### src/rtl/piso_ctrl_pkg.sv
// Shared definitions for the PISO frame sequencer and the PISO wrapper.
//   state_t     : sequencer states
//   PISO_WIDTH  : default serializer word width
//   min1_clog2  : register width able to hold 0..n-1, never below 1 bit
package piso_ctrl_pkg;

  typedef enum logic [1:0] {
    ST_IDLE  = 2'd0,
    ST_SHIFT = 2'd1,
    ST_GAP   = 2'd2
  } state_t;

  localparam int unsigned PISO_WIDTH = 10;

  // Width for a counter holding 0..n-1; a zero-width counter is not legal.
  function automatic int unsigned min1_clog2(input int unsigned n);
    return (n <= 1) ? 1 : $clog2(n);
  endfunction

endpackage

### src/rtl/piso_gap_timer.sv
// Down-counter for the inter-frame idle gap.
//   clk, rst_n : clock, async active-low reset
//   load       : load load_val (takes priority over dec)
//   load_val   : start value
//   dec        : decrement, holding at zero
//   zero_c     : counter is zero
module piso_gap_timer #(
  parameter int unsigned W = 2
) (
  input  logic         clk,
  input  logic         rst_n,
  input  logic         load,
  input  logic [W-1:0] load_val,
  input  logic         dec,
  output logic         zero_c
);

  logic [W-1:0] g_q;

  always_ff @(posedge clk or negedge rst_n) begin
    if (!rst_n) begin
      g_q <= '0;
    end else if (load) begin
      g_q <= load_val;
    end else if (dec && (g_q != '0)) begin
      g_q <= g_q - W'(1);
    end
  end

  assign zero_c = (g_q == '0);

endmodule

### src/rtl/piso_frame_ctrl.sv
// Sequencer for a parallel-in/serial-out shift register without clock enable.
// Accepts words over valid/ready, drives the PISO LOAD/PI/SI, qualifies the
// serial output with valid/first/last, enforces an idle gap between frames
// and counts completed frames.
//   CLK, ASYNCRESETN     : clock, async active-low reset
//   IN_VALID/IN_DATA     : upstream word, MSB first on the serial line
//   IN_READY             : word accepted this cycle when IN_VALID is also high
//   HALT                 : blocks new loads, running frame completes
//   LOAD, PI, SI         : PISO controls
//   SO_VALID/FIRST/LAST  : PISO output carries a frame bit / its MSB / its LSB
//   BUSY                 : not idle
//   FRAMES               : completed frames, wraps
module piso_frame_ctrl
  import piso_ctrl_pkg::*;
#(
  parameter int unsigned WIDTH = PISO_WIDTH,
  parameter int unsigned GAP   = 0,
  parameter logic        FILL  = 1'b0,
  parameter int unsigned CNT_W = 16
) (
  input  logic             CLK,
  input  logic             ASYNCRESETN,
  input  logic             IN_VALID,
  input  logic [WIDTH-1:0] IN_DATA,
  output logic             IN_READY,
  input  logic             HALT,
  output logic             LOAD,
  output logic [WIDTH-1:0] PI,
  output logic             SI,
  output logic             SO_VALID,
  output logic             SO_FIRST,
  output logic             SO_LAST,
  output logic             BUSY,
  output logic [CNT_W-1:0] FRAMES
);

  localparam int unsigned    IDX_W    = min1_clog2(WIDTH);
  localparam logic [IDX_W-1:0] IDX_LAST = IDX_W'(WIDTH - 1);
  localparam bit             B2B      = (GAP == 0);

  state_t           state_q, state_d;
  logic [IDX_W-1:0] idx_q, idx_d;
  logic [CNT_W-1:0] frames_q, frames_d;
  logic             ready_c;
  logic             load_c;
  logic             last_bit_c;
  logic             gap_zero_c;

  // Gap timer only exists when an idle gap is enforced.
  if (GAP > 0) begin : g_gap
    localparam int unsigned G_W = min1_clog2(GAP + 1);
    piso_gap_timer #(.W(G_W)) u_gap_timer (
      .clk      (CLK),
      .rst_n    (ASYNCRESETN),
      .load     (last_bit_c),
      .load_val (G_W'(GAP - 1)),
      .dec      (state_q == ST_GAP),
      .zero_c   (gap_zero_c)
    );
  end else begin : g_no_gap
    assign gap_zero_c = 1'b1;
  end

  // State, bit index and frame counter.
  always_ff @(posedge CLK or negedge ASYNCRESETN) begin
    if (!ASYNCRESETN) begin
      state_q  <= ST_IDLE;
      idx_q    <= '0;
      frames_q <= '0;
    end else begin
      state_q  <= state_d;
      idx_q    <= idx_d;
      frames_q <= frames_d;
    end
  end

  // Handshake and next-state decode; ready is held low during reset so LOAD
  // cannot fire into the PISO while the block is being reset.
  always_comb begin
    state_d    = state_q;
    idx_d      = idx_q;
    frames_d   = frames_q;
    last_bit_c = (state_q == ST_SHIFT) && (idx_q == IDX_LAST);
    ready_c    = ASYNCRESETN && !HALT &&
                 ((state_q == ST_IDLE) || (last_bit_c && B2B));
    load_c     = IN_VALID && ready_c;

    unique case (state_q)
      ST_IDLE: begin
        if (load_c) begin
          state_d = ST_SHIFT;
          idx_d   = '0;
        end
      end
      ST_SHIFT: begin
        if (!last_bit_c) begin
          idx_d = idx_q + IDX_W'(1);
        end else begin
          frames_d = frames_q + CNT_W'(1);
          idx_d    = '0;
          if (!B2B)        state_d = ST_GAP;
          else if (load_c) state_d = ST_SHIFT;
          else             state_d = ST_IDLE;
        end
      end
      ST_GAP: begin
        if (gap_zero_c) state_d = ST_IDLE;
      end
      default: begin
        state_d = ST_IDLE;
      end
    endcase
  end

  assign IN_READY = ready_c;
  assign LOAD     = load_c;
  assign PI       = IN_DATA;
  assign SI       = FILL;
  assign SO_VALID = (state_q == ST_SHIFT);
  assign SO_FIRST = SO_VALID && (idx_q == '0);
  assign SO_LAST  = last_bit_c;
  assign BUSY     = (state_q != ST_IDLE);
  assign FRAMES   = frames_q;

endmodule

### config.mk
export PLATFORM = sky130hd
export DESIGN_NAME = piso_frame_ctrl
export DESIGN_NICKNAME = d
export VERILOG_FILES = /design/src/rtl/piso_ctrl_pkg.sv /design/src/rtl/piso_gap_timer.sv /design/src/rtl/piso_frame_ctrl.sv
export SDC_FILE = /design/constraint.sdc
export NUM_CORES = 1
export LEC_CHECK = 0
export ABC_AREA = 1
export BUFFER_PORTS_ARGS = -buffer_cell sky130_fd_sc_hd__buf_2
export CORE_ASPECT_RATIO = 0.8
export CORE_MARGIN = 2
export CORE_UTILIZATION = 40
export DETAILED_ROUTE_END_ITERATION = 12
export HOLD_SLACK_MARGIN = 0.02
export PLACE_DENSITY = 0.67
export SYNTH_ARGS = -nofsm -noshare
export SYNTH_HDL_FRONTEND = slang
export SYNTH_SLANG_ARGS = --single-unit
### constraint.sdc
create_clock -name CLK -period 2.5 [get_ports CLK]
set_input_delay 0.25 -clock CLK [delete_from_list [all_inputs] [get_ports CLK]]
set_output_delay 0.25 -clock CLK [all_outputs]
set_load 0.02 [all_outputs]
== Word level (Yosys, flattened, before mapping) ==
Index checks and enable logic that the tools add are counted.

* Bits in latches: 0
* Memories kept: 0
* Word-level logic and storage cells: 30
* Bits in read-only memories: 0
* Register bits after elaboration: 22
* Output and inout port bits: 33
* RAM bits: 0

* $mul: 0
* Add/sub/neg operators: 2
* $lt $le $gt $ge: 0
* Shift-type cells: 0
* Divide/modulo/power cells: 0
* Eq/ne operators: 4
* Bitwise logic cells: 0
* Muxes and demuxes: 7
* Reduce and logical (&&, ||, !) cells: 14

{| class="wikitable"
|+ Operators by type and width
! kind !! count
|-
| $add A16 B1 Y16 const B || 1
|-
| $mux W4 || 2
|-
| $pmux W4 S2 || 1
|-
| $reduce_and A2 Y1 || 3
|-
| $logic_and A1 B1 Y1 || 5
|-
| $add A4 B1 Y4 const B || 1
|-
| $eq A4 B4 Y1 const B || 1
|-
| $logic_not A4 Y1 || 1
|-
| $mux W2 || 2
|-
| $pmux W2 S2 || 1
|-
| $reduce_bool A2 Y1 || 2
|-
| $eq A2 B1 Y1 const B || 1
|-
| $logic_not A2 Y1 || 1
|-
| $ne A2 B1 Y1 const B || 1
|-
| $ne A2 B2 Y1 const B || 1
|-
| $logic_not A1 Y1 || 1
|-
| $logic_or A1 B1 Y1 || 1
|-
| $mux W1 || 1
|}

== Longest topological paths before layout ==
* Word-level depth: 8
* Gate-level depth with buffers: 9
* Mapped depth without buffers: 9

== Worst setup path before layout ==
OpenSTA, ideal clock, no wires.

* Kind: reg2out
* Start: register idx_q[1]
* End: output port LOAD
* Arrival time: 1.434 ns
* Setup slack: 0.816 ns
* Buffers on the path: 0
* Stages on the path, launching flop included: 7
* Cells stage by stage: dfrtp_1 > inv_1 > ha_1 > nand3_2 > nand2_1 > inv_1 > nor3_1

* Longest elaborated chain between the ends: 5

{| class="wikitable"
|+ Ends and longest elaborated chain
! element !! line !! text
|-
| from (decl) || piso_frame_ctrl.sv:42 || <nowiki>logic [IDX_W-1:0] idx_q, idx_d;</nowiki>
|-
| from (signal assigned) || piso_frame_ctrl.sv:72 || <nowiki>idx_q <= idx_d;</nowiki>
|-
| $eq A4 B4 Y1 || piso_frame_ctrl.sv:83 || <nowiki>last_bit_c = (state_q == ST_SHIFT) && (idx_q == IDX_LAST);</nowiki>
|-
| $logic_and A1 B1 Y1 || piso_frame_ctrl.sv:83 ||
|-
| $logic_or A1 B1 Y1 || piso_frame_ctrl.sv:85 || <nowiki>((state_q == ST_IDLE) || (last_bit_c && B2B));</nowiki>
|-
| $logic_and A1 B1 Y1 || piso_frame_ctrl.sv:84 || <nowiki>ready_c = ASYNCRESETN && !HALT &&</nowiki>
|-
| $logic_and A1 B1 Y1 || piso_frame_ctrl.sv:86 || <nowiki>load_c = IN_VALID && ready_c;</nowiki>
|-
| to (decl) || piso_frame_ctrl.sv:27 || <nowiki>output logic LOAD,</nowiki>
|}

Every way passes these cells.

== Worst setup path after layout ==
Same ends and word-level chain as after synthesis.

==> flow_metrics.tcl <==
set metrics [dict create \
    status "finished, final reports clean" \
    crit_path_max_fanout 5 \
    via_count 976 \
    cts_max_path_buffers 2 \
    rsz0062_at_grt "false" \
    antenna_found_initial 0 \
    cts_tree "yes" \
    initial_core_util_pct 41.56 \
    max-vdd-ir-drop_v 0.0003886 \
    cp-end-kind "output pin" \
    die-area_mm2 0.003628 \
    grt_overflow 0 \
    p_sw_share_pct 39.40 \
    crit_chain "inv_1, ha_1, nand3_2, nand2_1, inv_1, nor3_1, buf_2" \
    fin_nets 194 \
    synthArstFlopShare_pct 100.0 \
    clock_latency_ps 260 \
    critPathLaunchType "flip-flop" \
    synth_top_area_share_pct 41.58 \
    grt_max_degree 19 \
    yosysUniqueCellTypes 20 \
    cap_violations 0 \
    synth_top_flop_cell "dfrtp_1" \
    min_period_ps 1903 \
    clk_pin_slew_ps 70 \
    area_growth_pct 11.68 \
    clock-skew-final_ps 8.326 \
    drc 0 \
    leakage_nw 0.7383 \
    hp-class "input pin to flip-flop" \
    slowest_delay_ps 410 \
    yosysMostFrequentCell "nand2_1" \
    postCtsSetupRepairBufs 0 \
    htreeDepth 1 \
    synthTopCellsByArea "dfrtp_1 (42%), nand2_1 (12%), buf_4 (7.1%), inv_1 (6.5%), xor2_1 (4.9%)" \
    final_util_pct 46.42 \
    maxSlewViolCount 0 \
    clkPwrFrac_pct 20.4 \
    antenna_left 0 \
    rows 18 \
    synth_nets 174 \
    seq_power_share_pct 45.9 \
    num_antenna_cells 0 \
    synthCells 156 \
    track_usage_pct 14.81 \
    ys_ff_latch 21 \
    place.gp.congestion 0.7797 \
    crit_top_cell "inv_1" \
    viasPerCell 4.540 \
    coreArea_mm2 0.003040 \
    pwr-share-comb_pct 33.8 \
    max_freq_ghz 0.5254 \
    synth_area_mm2 0.001264 \
    cp_slowest_cell "dfrtp_1" \
    powerDensity_mw_per_mm2 762.9 \
    reg2reg_slack_ps 1020 \
    setup_violations 0 \
    synth_commonest_cells "nand2_1 (42), inv_1 (22), dfrtp_1 (21), nor2_1 (14), buf_4 (12)" \
    cp.required_ps 2250 \
    die_h_um 54.28 \
    crit_arrival_ps 1650 \
    power_mw 1.077 \
    io_pins 47 \
    internal-power_mw 0.6524 \
    setup_tns_ps 0 \
    crit_type "flip-flop to output pin" \
    cts_root_buffer "clkbuf_8" \
    cts-buffers-inserted 3 \
    die_w_um 66.84 \
    yosys_warnings 0 \
    grt_pass1_wl_um 3864 \
    min_period_over_period_pct 76.13 \
    portBuffers 25 \
    grt_pass1_vias 853 \
    synth-edff-count 0 \
    yosysSeqAreaShare_pct 41.58 \
    hold_viol 0 \
    yosysTopAreaCell "dfrtp_1" \
    drtIter0Drc 43 \
    wl_per_cell_um 11.26 \
    drive_above_1_share_pct 21.14 \
    power.switching_mw 0.4243 \
    routed_wl_um 2420 \
    syn_area_per_cell_um2 8.101 \
    clock-sinks 21 \
    hpwl_um 1917 \
    drt_first_pass_iters 4 \
]
## registers in the layout, summed over array words and instances, names as in the netlist
register / cells
FRAMES: 16
state_q: 1
idx_q: 4
## power by group through the flow
| stage | Clock [mW] | Sequential, mW | Combinational (mW) |
|---|---|---|---|
| 3_3_place_gp | 0 | 0.494 | 0.360 |
| 2_1_floorplan | 0 | 0.519 | 0.266 |
| 3_5_place_dp | 0 | 0.501 | 0.371 |
| 6_report | 0.219 | 0.494 | 0.364 |
| 5_1_grt | 0.248 | 0.505 | 0.410 |
| 4_1_cts | 0.229 | 0.495 | 0.373 |
## routing by layer
metal	up-vias	share of wire, %	track usage, %
li1	511	-	-
met4	0	0.74	7.483
met1	439	48	19.56
met3	4	4.8	4.733
met5	-	0	0
met2	22	47	22.00
## what timing repair did
action / in CTS / in global routing
hold buffers: 1 / 0
endpoints found under the hold margin: 3 / 0
resized for setup: 0 / 0
## critical path, delay by kind of cell, from the launching register on
family        cells  cell delay [ps]
flops             1              410
simple gates      3              400
buf+inv           3              360
fa+ha+maj         1              230
## per-stage QoR
stage               setup WS (ps)  cells  area (µm²)  hold WS (ps)
floorplan                   815.9    156        1264        -45.59
global placement            924.2    210        1356         79.34
detailed placement          885.0    210        1356         76.87
CTS                         585.3    215        1411         287.6
global route                421.8    215        1411         325.2
finish                      596.7    215        1411         290.7
## path summary, 6_finish.rpt
| kind | cells after the start | end | startpoint |
|---|---|---|---|
| worst max-delay path | 7 | LOAD | idx_q[1]$_DFFE_PN0P_ |
| worst min-delay path | 3 | state_q[0]$_DFFE_PN0P_ | IN_VALID |
| worst max register to register | 6 | FRAMES[4]$_DFFE_PN0P_ | idx_q[1]$_DFFE_PN0P_ |
| worst min register to register | 2 | FRAMES[15]$_DFFE_PN0P_ | FRAMES[15]$_DFFE_PN0P_ |
| max in group asynchronous | 3 | FRAMES[13]$_DFFE_PN0P_ | ASYNCRESETN |
| min in group asynchronous | 2 | state_q[0]$_DFFE_PN0P_ | ASYNCRESETN |
## cell usage in the layout, fill, tap and decap left out, types with 4 or more instances in the layout
master | Yosys | final
inv_1 | 22 | 22
nand3_1 | 7 | 7
o21ai_0 | 4 | 4
nor2_1 | 14 | 14
dfrtp_1 | 21 | 21
nand2_1 | 42 | 42
xor2_1 | 7 | 7
buf_2 | 0 | 25
nor2_4 | 4 | 4
xnor2_1 | 4 | 4
ha_1 | 4 | 4
nand4_1 | 5 | 5
## kinds of logic after synthesis
group	share of synthesized area [%]
buffers and inverters	13.66
AOI/OAI and AO/OA	2.773
adders and majority gates	3.961
DFF	41.58
other	0.2967
xor gates and xnor gates	7.624
and+or+nand+nor	30.10
## layout make-up
cell class	instances	area (µm²)
fillers	302	1629
multi-input cells	101	565.5
flip-flops and latches	21	525.5
repair buffers	27	142.6
inverters	22	82.58
well taps	40	50.05
clock buffers	4	45.04
No activity file was read; power rests on OpenSTA's default activity.
